## config.mk

```make
export PLATFORM = sky130hd
export DESIGN_NAME = switch_bounce_gen
export DESIGN_NICKNAME = d
export VERILOG_FILES = /design/src/rtl/switch_bounce_pkg.sv /design/src/rtl/switch_bounce_gen_lfsr8.sv /design/src/rtl/switch_bounce_gen.sv
export SDC_FILE = /design/constraint.sdc
export NUM_CORES = 1
export LEC_CHECK = 0
export CAP_MARGIN = 20
export CORE_ASPECT_RATIO = 1.25
export CORE_UTILIZATION = 40
export CTS_CLUSTER_SIZE = 30
export DETAILED_ROUTE_END_ITERATION = 12
export GPL_TIMING_DRIVEN = 1
export REMOVE_ABC_BUFFERS = 1
export SLEW_MARGIN = 20
export SYNTH_ARGS = -nofsm -noshare
export SYNTH_HDL_FRONTEND = slang
export SYNTH_HIERARCHICAL = 1
export SYNTH_SLANG_ARGS = --single-unit
```

## constraint.sdc

```tcl
create_clock -name CLKIN -period 5.55 [get_ports CLKIN]
set_clock_uncertainty 0.2 [all_clocks]
set_input_delay 0.555 -clock CLKIN [delete_from_list [all_inputs] [get_ports CLKIN]]
set_output_delay 0.555 -clock CLKIN [all_outputs]
set_load 0.02 [all_outputs]
```

## src/rtl/switch_bounce_pkg.sv

```systemverilog
// Shared types and constants for the SPDT contact emulator.
package switch_bounce_pkg;

  typedef enum logic [2:0] {
    REST_OFF,
    TRAVEL_ON,
    BOUNCE_ON,
    REST_ON,
    TRAVEL_OFF,
    BOUNCE_OFF
  } sb_state_e;

  localparam logic [7:0] LFSR_SEED = 8'hA5;
  // x^8+x^6+x^5+x^4+1 -> feedback from bits 7,5,4,3 of a left-shifting register
  localparam logic [7:0] LFSR_TAPS = 8'hB8;

endpackage

```

## src/rtl/switch_bounce_gen_lfsr8.sv

```systemverilog
// 8-bit Fibonacci LFSR used to jitter bounce segment lengths.
module lfsr8
  import switch_bounce_pkg::*;
(
  input  logic       CLKIN,
  input  logic       RESET,
  input  logic       EN,
  output logic [7:0] Q
);

  logic [7:0] lfsr_q;
  logic       feedback;

  assign feedback = ^(lfsr_q & LFSR_TAPS);
  assign Q        = lfsr_q;

  always_ff @(posedge CLKIN) begin
    if (RESET) begin
      lfsr_q <= LFSR_SEED;
    end else if (EN) begin
      lfsr_q <= {lfsr_q[6:0], feedback};
    end
  end

endmodule

```

## src/rtl/switch_bounce_gen.sv

```systemverilog
// Pushbutton contact emulator: turns a clean PRESS level into active-low NO/NC
// contacts with break-before-make travel and contact bounce.
module switch_bounce_gen
  import switch_bounce_pkg::*;
#(
  parameter int         TRAVEL      = 4,
  parameter int         BOUNCES     = 3,
  parameter int         BOUNCE_LEN  = 2,
  parameter logic [7:0] JITTER_MASK = 8'h00
) (
  input  logic CLKIN,
  input  logic RESET,
  input  logic PRESS,
  output logic NO,
  output logic NC,
  output logic BUSY,
  output logic DONE
);

  localparam int SEG_MAX = BOUNCE_LEN + 255;
  localparam int CNT_MAX = (SEG_MAX > TRAVEL) ? SEG_MAX : TRAVEL;
  localparam int CW      = $clog2(CNT_MAX + 1);
  localparam int BSEGS   = (BOUNCES > 0) ? (2 * BOUNCES - 1) : 0;
  localparam int BW      = (BSEGS > 0) ? $clog2(BSEGS + 1) : 1;

  localparam logic [CW-1:0] TRAVEL_M1   = CW'(TRAVEL - 1);
  localparam logic [CW-1:0] BLEN_M1     = CW'(BOUNCE_LEN - 1);
  localparam logic [BW-1:0] BSEGS_LAST  = BW'(BSEGS);

  sb_state_e     state_q, state_n;
  logic [CW-1:0] cnt_q, cnt_n;
  logic [BW-1:0] bcnt_q, bcnt_n;
  logic [7:0]    lfsr_val;
  logic [CW-1:0] seg_len_m1;
  logic          no_n, nc_n, busy_n, done_n;
  logic          rest_q, rest_n;

  lfsr8 u_lfsr (
    .CLKIN (CLKIN),
    .RESET (RESET),
    .EN    (1'b1),
    .Q     (lfsr_val)
  );

  assign seg_len_m1 = BLEN_M1 + CW'(lfsr_val & JITTER_MASK);
  assign rest_q     = (state_q == REST_OFF) || (state_q == REST_ON);
  assign rest_n     = (state_n == REST_OFF) || (state_n == REST_ON);

  // cnt_q holds remaining cycles of the current travel/segment minus one;
  // bcnt_q holds segments still to come, odd = closed segment.
  always_comb begin
    state_n = state_q;
    cnt_n   = cnt_q;
    bcnt_n  = bcnt_q;
    case (state_q)
      REST_OFF: begin
        if (PRESS) begin
          state_n = TRAVEL_ON;
          cnt_n   = TRAVEL_M1;
        end
      end
      REST_ON: begin
        if (!PRESS) begin
          state_n = TRAVEL_OFF;
          cnt_n   = TRAVEL_M1;
        end
      end
      TRAVEL_ON, TRAVEL_OFF: begin
        if (cnt_q == '0) begin
          if (BOUNCES == 0) begin
            state_n = (state_q == TRAVEL_ON) ? REST_ON : REST_OFF;
          end else begin
            state_n = (state_q == TRAVEL_ON) ? BOUNCE_ON : BOUNCE_OFF;
            cnt_n   = seg_len_m1;
            bcnt_n  = BSEGS_LAST;
          end
        end else begin
          cnt_n = cnt_q - 1'b1;
        end
      end
      BOUNCE_ON, BOUNCE_OFF: begin
        if (cnt_q == '0) begin
          if (bcnt_q == '0) begin
            state_n = (state_q == BOUNCE_ON) ? REST_ON : REST_OFF;
          end else begin
            bcnt_n = bcnt_q - 1'b1;
            cnt_n  = seg_len_m1;
          end
        end else begin
          cnt_n = cnt_q - 1'b1;
        end
      end
      default: state_n = REST_OFF;
    endcase
  end

  // Outputs are decoded from the next state so they leave the flops aligned with it.
  always_comb begin
    no_n   = 1'b1;
    nc_n   = 1'b0;
    busy_n = 1'b0;
    done_n = rest_n && !rest_q;
    case (state_n)
      REST_OFF: begin
        no_n = 1'b1;
        nc_n = 1'b0;
      end
      REST_ON: begin
        no_n = 1'b0;
        nc_n = 1'b1;
      end
      TRAVEL_ON, TRAVEL_OFF: begin
        no_n   = 1'b1;
        nc_n   = 1'b1;
        busy_n = 1'b1;
      end
      BOUNCE_ON: begin
        no_n   = ~bcnt_n[0];
        nc_n   = 1'b1;
        busy_n = 1'b1;
      end
      BOUNCE_OFF: begin
        no_n   = 1'b1;
        nc_n   = ~bcnt_n[0];
        busy_n = 1'b1;
      end
      default: begin
        no_n = 1'b1;
        nc_n = 1'b0;
      end
    endcase
  end

  always_ff @(posedge CLKIN) begin
    if (RESET) begin
      state_q <= REST_OFF;
      cnt_q   <= '0;
      bcnt_q  <= '0;
      NO      <= 1'b1;
      NC      <= 1'b0;
      BUSY    <= 1'b0;
      DONE    <= 1'b0;
    end else begin
      state_q <= state_n;
      cnt_q   <= cnt_n;
      bcnt_q  <= bcnt_n;
      NO      <= no_n;
      NC      <= nc_n;
      BUSY    <= busy_n;
      DONE    <= done_n;
    end
  end

endmodule

```

# Word-level counts from Yosys, hierarchy flattened
# Index checks and enable logic that the tools add are counted.
# classes
reduce_logical,16
bitwise,1
n_eq_ne,16
n_addsub,2
n_mux,21
# ops
operator,count
two-way mux 9 bit,5
one-hot mux 9 bit (4 select lines),1
two-way mux 3 bit,9
"== test 3 x 2 -> 1 bit, second input constant",4
"== test 3 bit, second input constant",4
one-hot mux 3 bit (4 select lines),1
"!= test 2 bit, second input constant",5
logical NOT 3 bit,3
logical NOT 9 bit,1
"subtractor 9 x 1 -> 9 bit, second input constant",1
AND reduction 4 bit,2
OR reduction 4 bit,2
"== test 3 x 1 -> 1 bit, second input constant",2
one-hot mux 3 bit (2 select lines),1
one-hot mux 1 bit (2 select lines),2
nonzero test 4 bit,1
OR reduction 2 bit,2
"!= test 3 bit, second input constant",1
"subtractor 3 x 1 -> 3 bit, second input constant",1
logical OR 1 bit,2
two-way mux 2 bit,1
nonzero test 2 bit,1
logical AND 1 bit,1
logical NOT 1 bit,1
other kinds (2),2
# word_totals
word_cells,64
regBits,19

# Depth between registers and ports, before layout
# Gate-level depths: netlist (run 1).
# logic_depth
ltp_word,8
depth_mapped,8
depth_no_buf,7

# Worst setup path before layout (run 1)
# Ideal clock, no wire load.
# synth_timing
path_kind,reg2reg
start,register cnt_q[0]
end,register NC
t_arrival_ps,1690
setup_time_ps,88
path_buffers,0
setup_slack_ps,3572
path_stages_with_launch,8
synth_period_minus_slack_ps,1978
required_time_ps,5262
path_cell_list,dfxtp_1 > inv_1 > ha_1 > nor4b_2 > a21boi_0 > a211oi_2 > nand2b_1 > a311oi_2
# synth_via
elab_chain_cells,6
elab_cells_between_ends,15
cone_classes,5 x eq/ne; 7 x mux; 1 x bitwise; 2 x reduce/logical
# synth_lines
item,line,source
start: declaration,switch_bounce_gen.sv:31,"logic [CW-1:0] cnt_q, cnt_n;"
start signal: assignment,switch_bounce_gen.sv:145,cnt_q <= cnt_n;
logical NOT 9 bit (*),"switch_bounce_gen.sv:69, switch_bounce_gen.sv:82",
two-way mux 3 bit (on tied branches),"switch_bounce_gen.sv:82, switch_bounce_gen.sv:69",
one-hot mux 3 bit (4 select lines),switch_bounce_gen.sv:55,case (state_q)
"== test 3 x 2 -> 1 bit, or another cell as far along",switch_bounce_gen.sv:103,case (state_n)
OR reduction 4 bit (no line),-,
one-hot mux 1 bit (2 select lines) (*),switch_bounce_gen.sv:103,
end signal: assignment,switch_bounce_gen.sv:148,NC <= nc_n;
end: declaration,switch_bounce_gen.sv:15,"output logic NC,"
# Mark *: on every way between the ends. The rest lies on a longest branch, timed or not. The select of a mux whose other input is x is not followed.
# A chain may end at the register's enable or synchronous reset.

# Worst setup path in the final report (run 1)
# layout_timing
start,register cnt_q[0]
end,register cnt_q[8]
# layout_via
elab_chain_cells,3
elab_cells_between_ends,7
cone_classes,1 x add/sub; 1 x eq/ne; 3 x mux; 2 x reduce/logical
# layout_lines
item,line,source
subtractor 9 x 1 -> 9 bit / logical NOT 9 bit (equally long branches),-,
"two-way mux 9 bit, or another cell as far along",switch_bounce_gen.sv:82,if (cnt_q == '0) begin
one-hot mux 9 bit (4 select lines) / AND reduction 4 bit (equally long branches),-,
# Parallel ways exist; a longest one is shown, timed or not.

==> impl_results.md, run 1 <==
- VDD IR max: 0.324 mV
- Clk Latency, worst-skew pair: 0.30 ns
- Hold-fix buffers, CTS: 0
- Synthesis-to-layout area growth: 10.1%
- Placed cells: 157
- Cell Chain, Critical Path: inv_1 -> ha_1 -> nor4b_2 -> o2111ai_1 -> a31o_2 -> nor2_1
- PostCTS Resize Cnt: 0
- Seq/Total Area, Yosys: 36.2%
- GR Util All Layers: 17.8%
- Die Y: 59.3 microns
- Data required, critical path: 5.59 ns
- CP startpoint kind: register
- Antenna-violating nets left: 0
- Buffers on Ports: 6
- Post-DR wirelength/cell: 12.9 microns
- Yosys warnings: 6
- Mapped Area: 0.00105 sq mm
- DRC errors left: 0
- Initial antenna violation count: 0
- Total I/O pin count: 7
- First-pass GRT wire length: 3570 microns
- Final WL: 2080 microns
- Worst Hold Depth: 2
- Core area: 0.00245 sq mm
- Clock Sinks: 19
- Setup ws final: 3.11 ns
- Hold WC Path Type: register to register
- Crit path capture type: register
- CTS tree: built
- Final hold vios: 0
- Finished Layout Cells: 161
- Die width: 47.8 microns
- CP max-delay cell: o2111ai_1
- CTS H-tree depth: 1
- Power per Cell Area: 667 mW/mm^2
- Actual slew at the worst max-slew pin: 0.812 ns
- RD Place Congestion: 0.853
- Setup WS pre-CTS: 3.01 ns
- Die ar.: 0.00283 sq mm
- Num CTS Buffers: 3
- Vias in the first global route: 814
- LEAKAGE: 0.442 nW
- Clock-pin slew on the worst setup and hold paths: 0.11 ns
- Worst r2r src: cnt_q[0]
- Distinct cells, synth: 38
- Data arrival time of the worst path: 2.48 ns
- Initial Util: 42.8%
- Setup Total Neg Slack: 0 ns
- Total number of vias: 886
- Diode count: 0
- Crit path launch: cnt_q[0]
- Gr ovfl total: 0
- MaxCap Viol Count: 0
- Post-route minimum period: 2.44 ns
- Worst Path Max Fanout: 11
- Vias/cell: 5.50
- Final worst-path cycle share: 44.0%
- Max Freq: 409 MHz
- DRT Pass-1 Iters: 4
- Worst rel slew slack: 45.8%
- Largest net degree at the start of global routing: 15
- #FFs+latches synth: 19
- R2R cell count: 6
- Nets: 134
- 1st-iter DRT viols: 11
- Postcts setup bufs: 0
- Crit-path max cell delay: 0.54 ns
- Setup violations, final: 0
- Synth Area per Inst: 8.47 sq um
- Share of layout cells above drive strength 1: 9.38%
- Pwr Total: 0.772 mW
- RSZ-0062 raised after global routing: no
- Row count: 20
- Setup Crit Path Kind: register to register
- Post-synthesis instance total: 124
- FILL cells: 275
- HPWL Detailed: 1560 microns
- Hold Startpoint: bcnt_q[2]
- Root buffer cell: clkbuf_4
- Max Buffers Root-to-Sink: 2
- Outcome: completed
- Final slew viol count: 0
Yosys cell counts:
master     number  area share (%)
o21ai_0         3             1.4
a21o_1          2             1.4
nor4_1          3             1.8
o21bai_1        1            0.72
a31oi_1         1            0.60
nand4_1         5             3.0
buf_1           1            0.36
and3b_1         2             1.7
clkbuf_1        5             1.8
inv_1           6             2.1
o221a_2         1             1.1
a211oi_2        1             1.2
nor4_4          1             2.0
a211oi_1        1            0.72
nand2b_1        2             1.2
nor2_1         15             5.4
or4_4           1             1.1
nor4b_1         1            0.83
ha_1            2             2.4
nor4b_2         1             1.4
nor3_1          5             2.4
o2111ai_1       1            0.83
dfxtp_1        19              36
a21oi_1         7             3.3
a31o_2          1            0.83
nand3_1         4             1.9
a311oi_2        1             1.4
a311oi_1        1            0.83
xor2_1          7             5.8
nor3b_1         1            0.72
nor2b_1         6             3.6
o211ai_1        1            0.72
a21boi_0        3             2.1
nand2_1         7             2.5
a32o_1          1            0.95
o31ai_1         1            0.72
xnor2_1         2             1.7
nor4_2          1             1.2
final timing paths:
path	to	slack, ns
setup reg to reg	cnt_q[8]	3.11
hold / removal	bcnt_q[2]	0.31
hold reg to reg	bcnt_q[2]	0.31
setup / recovery	cnt_q[8]	3.11
critical path, delay by kind of cell, from the launching register on:
family / cells / cell delay, ns
flip-flops: 1 / 0.36
AO/OA/AOI/OAI: 2 / 1.01
adder cells (fa/ha/maj): 1 / 0.16
AND/OR/NAND/NOR: 2 / 0.57
buffers and inverters: 1 / 0.08
cell usage in the layout (no fill, tap or decap), types with 2 or more instances in the layout:
cell type,count
a21o_1,2
clkdlybuf4s50_1,6
a21oi_1,7
nand2_1,7
clkbuf_4,3
nand2b_1,2
nor4_1,3
nand4_1,5
nand3_1,4
nor2_1,15
nor2b_1,6
nor3_1,5
and3b_1,2
o21ai_0,3
a21boi_0,3
xnor2_1,2
xor2_1,7
inv_1,6
ha_1,2
dfxtp_1,19
state kept, by name, summed over array words and instances, names as in the netlist:
signal / cells
BUSY: 1
cnt_q: 9
DONE: 1
NC: 1
NO: 1
bcnt_q: 3
state_q: 3
where the power goes:
group          switching [mW]  internal [mW]  leakage [nW]  total, mW
clock                  0.0442         0.0268        0.0177     0.0710
combinational           0.245          0.195         0.269      0.440
sequential             0.0716          0.189         0.156      0.261
layer usage:
metal,global-route usage (%),wire (microns)
met1,21.0,950
met2,29.5,1060
met3,3.66,47
met4,8.33,24
met5,0,0
layout make-up:
| type | instances | area (sq um) | share of cell area [%] |
|---|---|---|---|
| Clock inverter | 1 | 5.00 | 0.433 |
| Inverter | 6 | 22.5 | 1.95 |
| Clock buffer | 3 | 22.5 | 1.95 |
| Multi-Input combinational cell | 93 | 624 | 54.0 |
| Timing Repair Buffer | 6 | 60.1 | 5.19 |
| Tap cell | 33 | 41.3 | 3.57 |
| Sequential cell | 19 | 380 | 32.9 |
cells by family (layout without fill, tap and decap cells):
kind of cell | count (synthesis) | in the layout | share of synthesized area [%]
AND/OR/NAND/NOR | 55 | 55 | 30.6
buffers and inverters | 12 | 16 | 4.29
XOR/XNOR | 9 | 9 | 7.51
flip-flops | 19 | 19 | 36.2
AO/OA/AOI/OAI | 27 | 27 | 19.0
adder cells (fa/ha/maj) | 2 | 2 | 2.38
through the flow:
step,utilization [%],hold slack (ns),area (sq um)
global route,47.1,0.354,1160
detailed placement,46.0,0.292,1130
global placement,46.0,0.287,1130
floorplan,-,0.259,1030
CTS,47.1,0.310,1160
finish,47.1,0.311,1160
(Power assumes the default switching activity.)
==> inputs of run 2 (changes only) <==
- clock period: 5.55 -> 2.5 ns (I/O delays scaled with it)
==> run 2 against run 1 <==
  * Routed wire length rose by 0.14%
  * Sequential power rose by 120%
  * Global-route usage rose by 0.51 points
  * Hold slack improved by 0.0078 ns
  * Flip-flop and latch count did not move
  * Power rose by 130%
  * Combinational power rose by 130%
==> impl_results.md, run 2 (synthesis gave the netlist of run 1 again) <==
- Largest register FFs: 9
- Clock Sinks: 19
- Antenna-violating nets left: 0
- Seq pwr share: 32.8%
- Power per Cell Area: 1500 mW/mm^2
- Switching Power: 0.818 mW
- Postcts setup bufs: 0
- Setup violations, final: 0
- HPWL Detailed: 1600 microns
- Final slew viol count: 0
- RD Place Congestion: 0.854
- Vias in the first global route: 865
- Internal: 0.943 mW
- GR Util All Layers: 18.3%
- Largest net degree at the start of global routing: 15
- Core area: 0.00245 sq mm
- Placed cells: 159
- Final instance area: 0.00117 sq mm
- Clk Latency, worst-skew pair: 0.30 ns
- Initial antenna violation count: 0
- Sw Share: 46.4%
- Actual slew at the worst max-slew pin: 0.604 ns
- Row count: 20
- Synthesis-to-layout area growth: 11.6%
- Commonest non-fill, non-tap cells in the layout: 19 x dfxtp_1, 15 x nor2_1, 7 x a21oi_1, 7 x nand2_1, 7 x xor2_1
- Clock-pin slew on the worst setup and hold paths: 0.11 ns
- Worst Path Max Fanout: 7
- Total I/O pin count: 7
- MaxCap Viol Count: 0
- DP Area: 0.00114 sq mm
- First-pass GRT wire length: 3680 microns
- CP max-delay cell: nor4b_2
- 1st-iter DRT viols: 21
- Post-route minimum period: 2.28 ns
- Cell Chain, Critical Path: inv_1 -> ha_1 -> nor4b_2 -> a21boi_0 -> a211oi_2 -> nand2b_1 -> a311oi_2
- Root buffer cell: clkbuf_4
- Buffers on Ports: 6
- Clock network fraction of total power: 8.8%
- Setup Crit Path Kind: register to register
- Max Buffers Root-to-Sink: 2
- Share of layout cells above drive strength 1: 10.8%
- Final hold vios: 0
- Hold WC Path Type: register to register
- PostCTS Resize Cnt: 0
- CTS H-tree depth: 1
- Total number of vias: 900
- Die Y: 59.3 microns
- Final worst-path cycle share: 91.1%
- Worst r2r src: cnt_q[0]
- Most common cell after layout, fill and taps aside: dfxtp_1
- Outcome: completed
- Nets: 136
- Crit-path max cell delay: 0.52 ns
- Worst rel slew slack: 59.6%
- CP startpoint kind: register
- Crit path launch: cnt_q[0]
- Max Freq: 439 MHz
- Setup Total Neg Slack: 0 ns
- RSZ-0062 raised after global routing: no
- Most flop-heavy register: cnt_q
- Logic pwr share: 58.4%
- DRC errors left: 0
- Die ar.: 0.00283 sq mm
- Finished Layout Cells: 163
- Die width: 47.8 microns
- Hold Startpoint: bcnt_q[2]
- Vias/cell: 5.52
- Post-DR wirelength/cell: 12.8 microns
- Hold-fix buffers, CTS: 0
- Data arrival time of the worst path: 2.30 ns
- VDD IR max: 0.602 mV
- Top Registers: cnt_q: 9 flops, bcnt_q: 3 flops, state_q: 3 flops
- Diode count: 0
- Initial Util: 42.8%
- Gr ovfl total: 0
- Final WL: 2080 microns
- Data required, critical path: 2.52 ns
- LEAKAGE: 0.450 nW
- Num CTS Buffers: 3
- DRT Pass-1 Iters: 4
- Crit path capture type: register
- CTS tree: built
==> run 2: stage by stage <==
stage	utilization, %	hold WS, ns	worst slack, ns	power (mW)
floorplan	-	0.118	0.405	1.34
global placement	46.6	0.293	0.262	1.60
detailed placement	46.6	0.299	0.257	1.61
CTS	47.8	0.316	0.234	1.78
global route	47.8	0.344	0.0364	1.94
finish	47.8	0.319	0.224	1.76
==> run 2: area by class of cell <==
class | count | area (sq um)
fillers | 275 | 1280
multi-input cells | 93 | 624
flip-flops and latches | 19 | 380
repair buffers | 8 | 75.1
well taps | 33 | 41.3
clock buffers | 3 | 22.5
inverters | 6 | 22.5
clock inverters | 1 | 5.00
==> run 2: power groups by stage <==
stage / sequential (mW) / clock, mW / combinational [mW]
finish: 0.577 / 0.155 / 1.03
global placement: 0.582 / 0 / 1.02
detailed placement: 0.584 / 0 / 1.03
global route: 0.601 / 0.176 / 1.16
floorplan: 0.578 / 0 / 0.759
CTS: 0.578 / 0.165 / 1.04
==> run 2: path summary, 6_finish.rpt <==
kind	end	slack, ns	depth (start not counted)
setup / recovery	NC	0.22	7
hold / removal	bcnt_q[2]	0.32	2
setup reg to reg	NC	0.22	7
hold reg to reg	bcnt_q[2]	0.32	2
==> run 2: critical path, delay by kind of cell (launching register included) <==
| kind | cells | cell delay [ns] |
|---|---|---|
| AOI/OAI and AO/OA | 3 | 0.74 |
| DFF | 1 | 0.35 |
| buffers and inverters | 1 | 0.09 |
| adders and majority gates | 1 | 0.17 |
| and+or+nand+nor | 2 | 0.66 |
==> run 2: metal layers <==
layer / GRT usage, % / routed length [microns] / up-vias
li1: - / - / 458
met2: 29.5 / 1100 / 13
met4: 9.52 / 48 / 0
met3: 3.66 / 48 / 5
met5: 0 / 0 / -
met1: 22.0 / 884 / 424
==> inputs of run 3 (changes only) <==
--- a/config.mk
+++ b/config.mk
@@ -8,8 +8,9 @@
 export CAP_MARGIN = 20
 export CORE_ASPECT_RATIO = 1.25
-export CORE_UTILIZATION = 40
+export CORE_UTILIZATION = 55
 export CTS_CLUSTER_SIZE = 30
 export DETAILED_ROUTE_END_ITERATION = 12
 export GPL_TIMING_DRIVEN = 1
+export PLACE_DENSITY = 0.75
 export REMOVE_ABC_BUFFERS = 1
 export SLEW_MARGIN = 20
--- a/constraint.sdc
+++ b/constraint.sdc
@@ -3,3 +3,3 @@
 set_input_delay 0.25 -clock CLKIN [delete_from_list [all_inputs] [get_ports CLKIN]]
 set_output_delay 0.25 -clock CLKIN [all_outputs]
-set_load 0.02 [all_outputs]
+set_load 0.005 [all_outputs]
==> run 3 against run 2 <==
  * Power shrank 1.3%
  * Flip-flop and latch count is the same
  * Critical path type unchanged
  * Global-route usage grew 2.6 points
  * Highest routed layer unchanged
  * Via count shrank 2.6%
  * Sequential share of layout area grew 0.32 points
  * Non-clock buffer count grew 1
  * Sequential power is essentially flat
==> impl_results.md, run 3 (synthesis gave the netlist of run 1 again) <==
- Num CTS Buffers: 3
- Final worst-path cycle share: 84.0%
- Data arrival time of the worst path: 2.11 ns
- Final instance area: 0.00116 sq mm
- RSZ-0062 raised after global routing: no
- Worst Path Max Fanout: 5
- Post-DR wirelength/cell: 12.8 microns
- 1st-iter DRT viols: 20
- Hold Slack: 0.328 ns
- First-pass GRT wire length: 3050 microns
- Vias in the first global route: 771
- Hold Startpoint: cnt_q[0]
- Postcts setup bufs: 0
- Final WL: 1920 microns
- Hold WC Path Type: register to register
- Worst Path Buf+Inv: 0
- Hold-fix buffers, CTS: 0
- Clk Latency, worst-skew pair: 0.29 ns
- Root buffer cell: clkbuf_4
- Buffers on Ports: 6
- Most flop-heavy register: cnt_q
- Top Registers: cnt_q: 9 flops, bcnt_q: 3 flops, state_q: 3 flops
- Worst rel slew slack: 67.3%
- CP max-delay cell: or4_4
- Core area: 0.00179 sq mm
- RD Place Congestion: 0.792
- Cell Chain, Critical Path: or4_4 -> nor4_4 -> a211oi_2 -> and3b_1 -> a311oi_2
- GR Util All Layers: 20.8%
- Total number of vias: 877
- Most common cell after layout, fill and taps aside: dfxtp_1
- DRT Pass-1 Iters: 4
- Max Buffers Root-to-Sink: 2
- DP Area: 0.00113 sq mm
- Post-route minimum period: 2.10 ns
- CTS tree: built
- VDD IR max: 0.698 mV
- Actual slew at the worst max-slew pin: 0.491 ns
- Final slew viol count: 0
- Antenna-violating nets left: 0
- Diode count: 0
- Row count: 17
- Clock-pin slew on the worst setup and hold paths: 0.10 ns
- Crit path capture type: register
- Data required, critical path: 2.51 ns
- HPWL Detailed: 1430 microns
- Initial Util: 58.8%
- Synthesis-to-layout area growth: 10.5%
- Setup Total Neg Slack: 0 ns
- Total I/O pin count: 7
- Crit path launch: cnt_q[3]
- Setup violations, final: 0
- Clock Sinks: 19
- LEAKAGE: 0.453 nW
- Worst r2r src: cnt_q[3]
- Share of layout cells above drive strength 1: 10.7%
- Crit path max-delay family: simple AND/OR/NAND/NOR gates
- Die ar.: 0.00209 sq mm
- Die width: 41.1 microns
- Outcome: completed
- Largest register FFs: 9
- PostCTS Resize Cnt: 0
- CP startpoint kind: register
- CTS H-tree depth: 1
- Commonest non-fill, non-tap cells in the layout: 19 x dfxtp_1, 15 x nor2_1, 7 x a21oi_1, 7 x nand2_1, 7 x xor2_1
- DRC errors left: 0
- Die Y: 50.8 microns
- Initial antenna violation count: 0
- Nets: 137
- Final hold vios: 0
- Power per Cell Area: 1500 mW/mm^2
- Gr ovfl total: 0
- MaxCap Viol Count: 0
- Vias/cell: 5.85
- Crit-path max cell delay: 0.56 ns
- Max Freq: 476 MHz
- Setup Crit Path Kind: register to register
- Largest net degree at the start of global routing: 15
[run 3: worst paths after layout]
kind | end | cells after the start | slack (ns)
worst max-delay path | NC | 5 | 0.40
worst min-delay path | cnt_q[0] | 1 | 0.33
worst max register to register | NC | 5 | 0.40
worst min register to register | cnt_q[0] | 1 | 0.33
[run 3: routing by layer]
layer / wire, microns / track usage [%]
met3: 46 / 2.61
met5: 0 / 0
met4: 12 / 10.0
met2: 993 / 34.4
met1: 866 / 25.1
[run 3: layout make-up]
class	count	area (sq um)
fillers	159	627
multi-input cells	93	624
flip-flops and latches	19	380
repair buffers	9	82.6
clock buffers	4	26.3
well taps	19	23.8
inverters	6	22.5
[run 3: through the flow]
stage / total power, mW / utilization [%] / setup WS, ns / instances
finish: 1.74 / 64.9 / 0.401 / 150
global route: 1.88 / 64.9 / 0.280 / 150
CTS: 1.75 / 64.9 / 0.381 / 150
detailed placement: 1.59 / 63.4 / 0.410 / 146
global placement: 1.58 / 63.4 / 0.403 / 146
floorplan: 1.31 / - / 0.405 / 118
[run 3: power by group]
group | total [mW] | internal [mW] | switching (mW)
combinational | 1.01 | 0.483 | 0.526
sequential | 0.577 | 0.420 | 0.157
clock | 0.152 | 0.0620 | 0.0900
total | 1.74 | 0.964 | 0.773
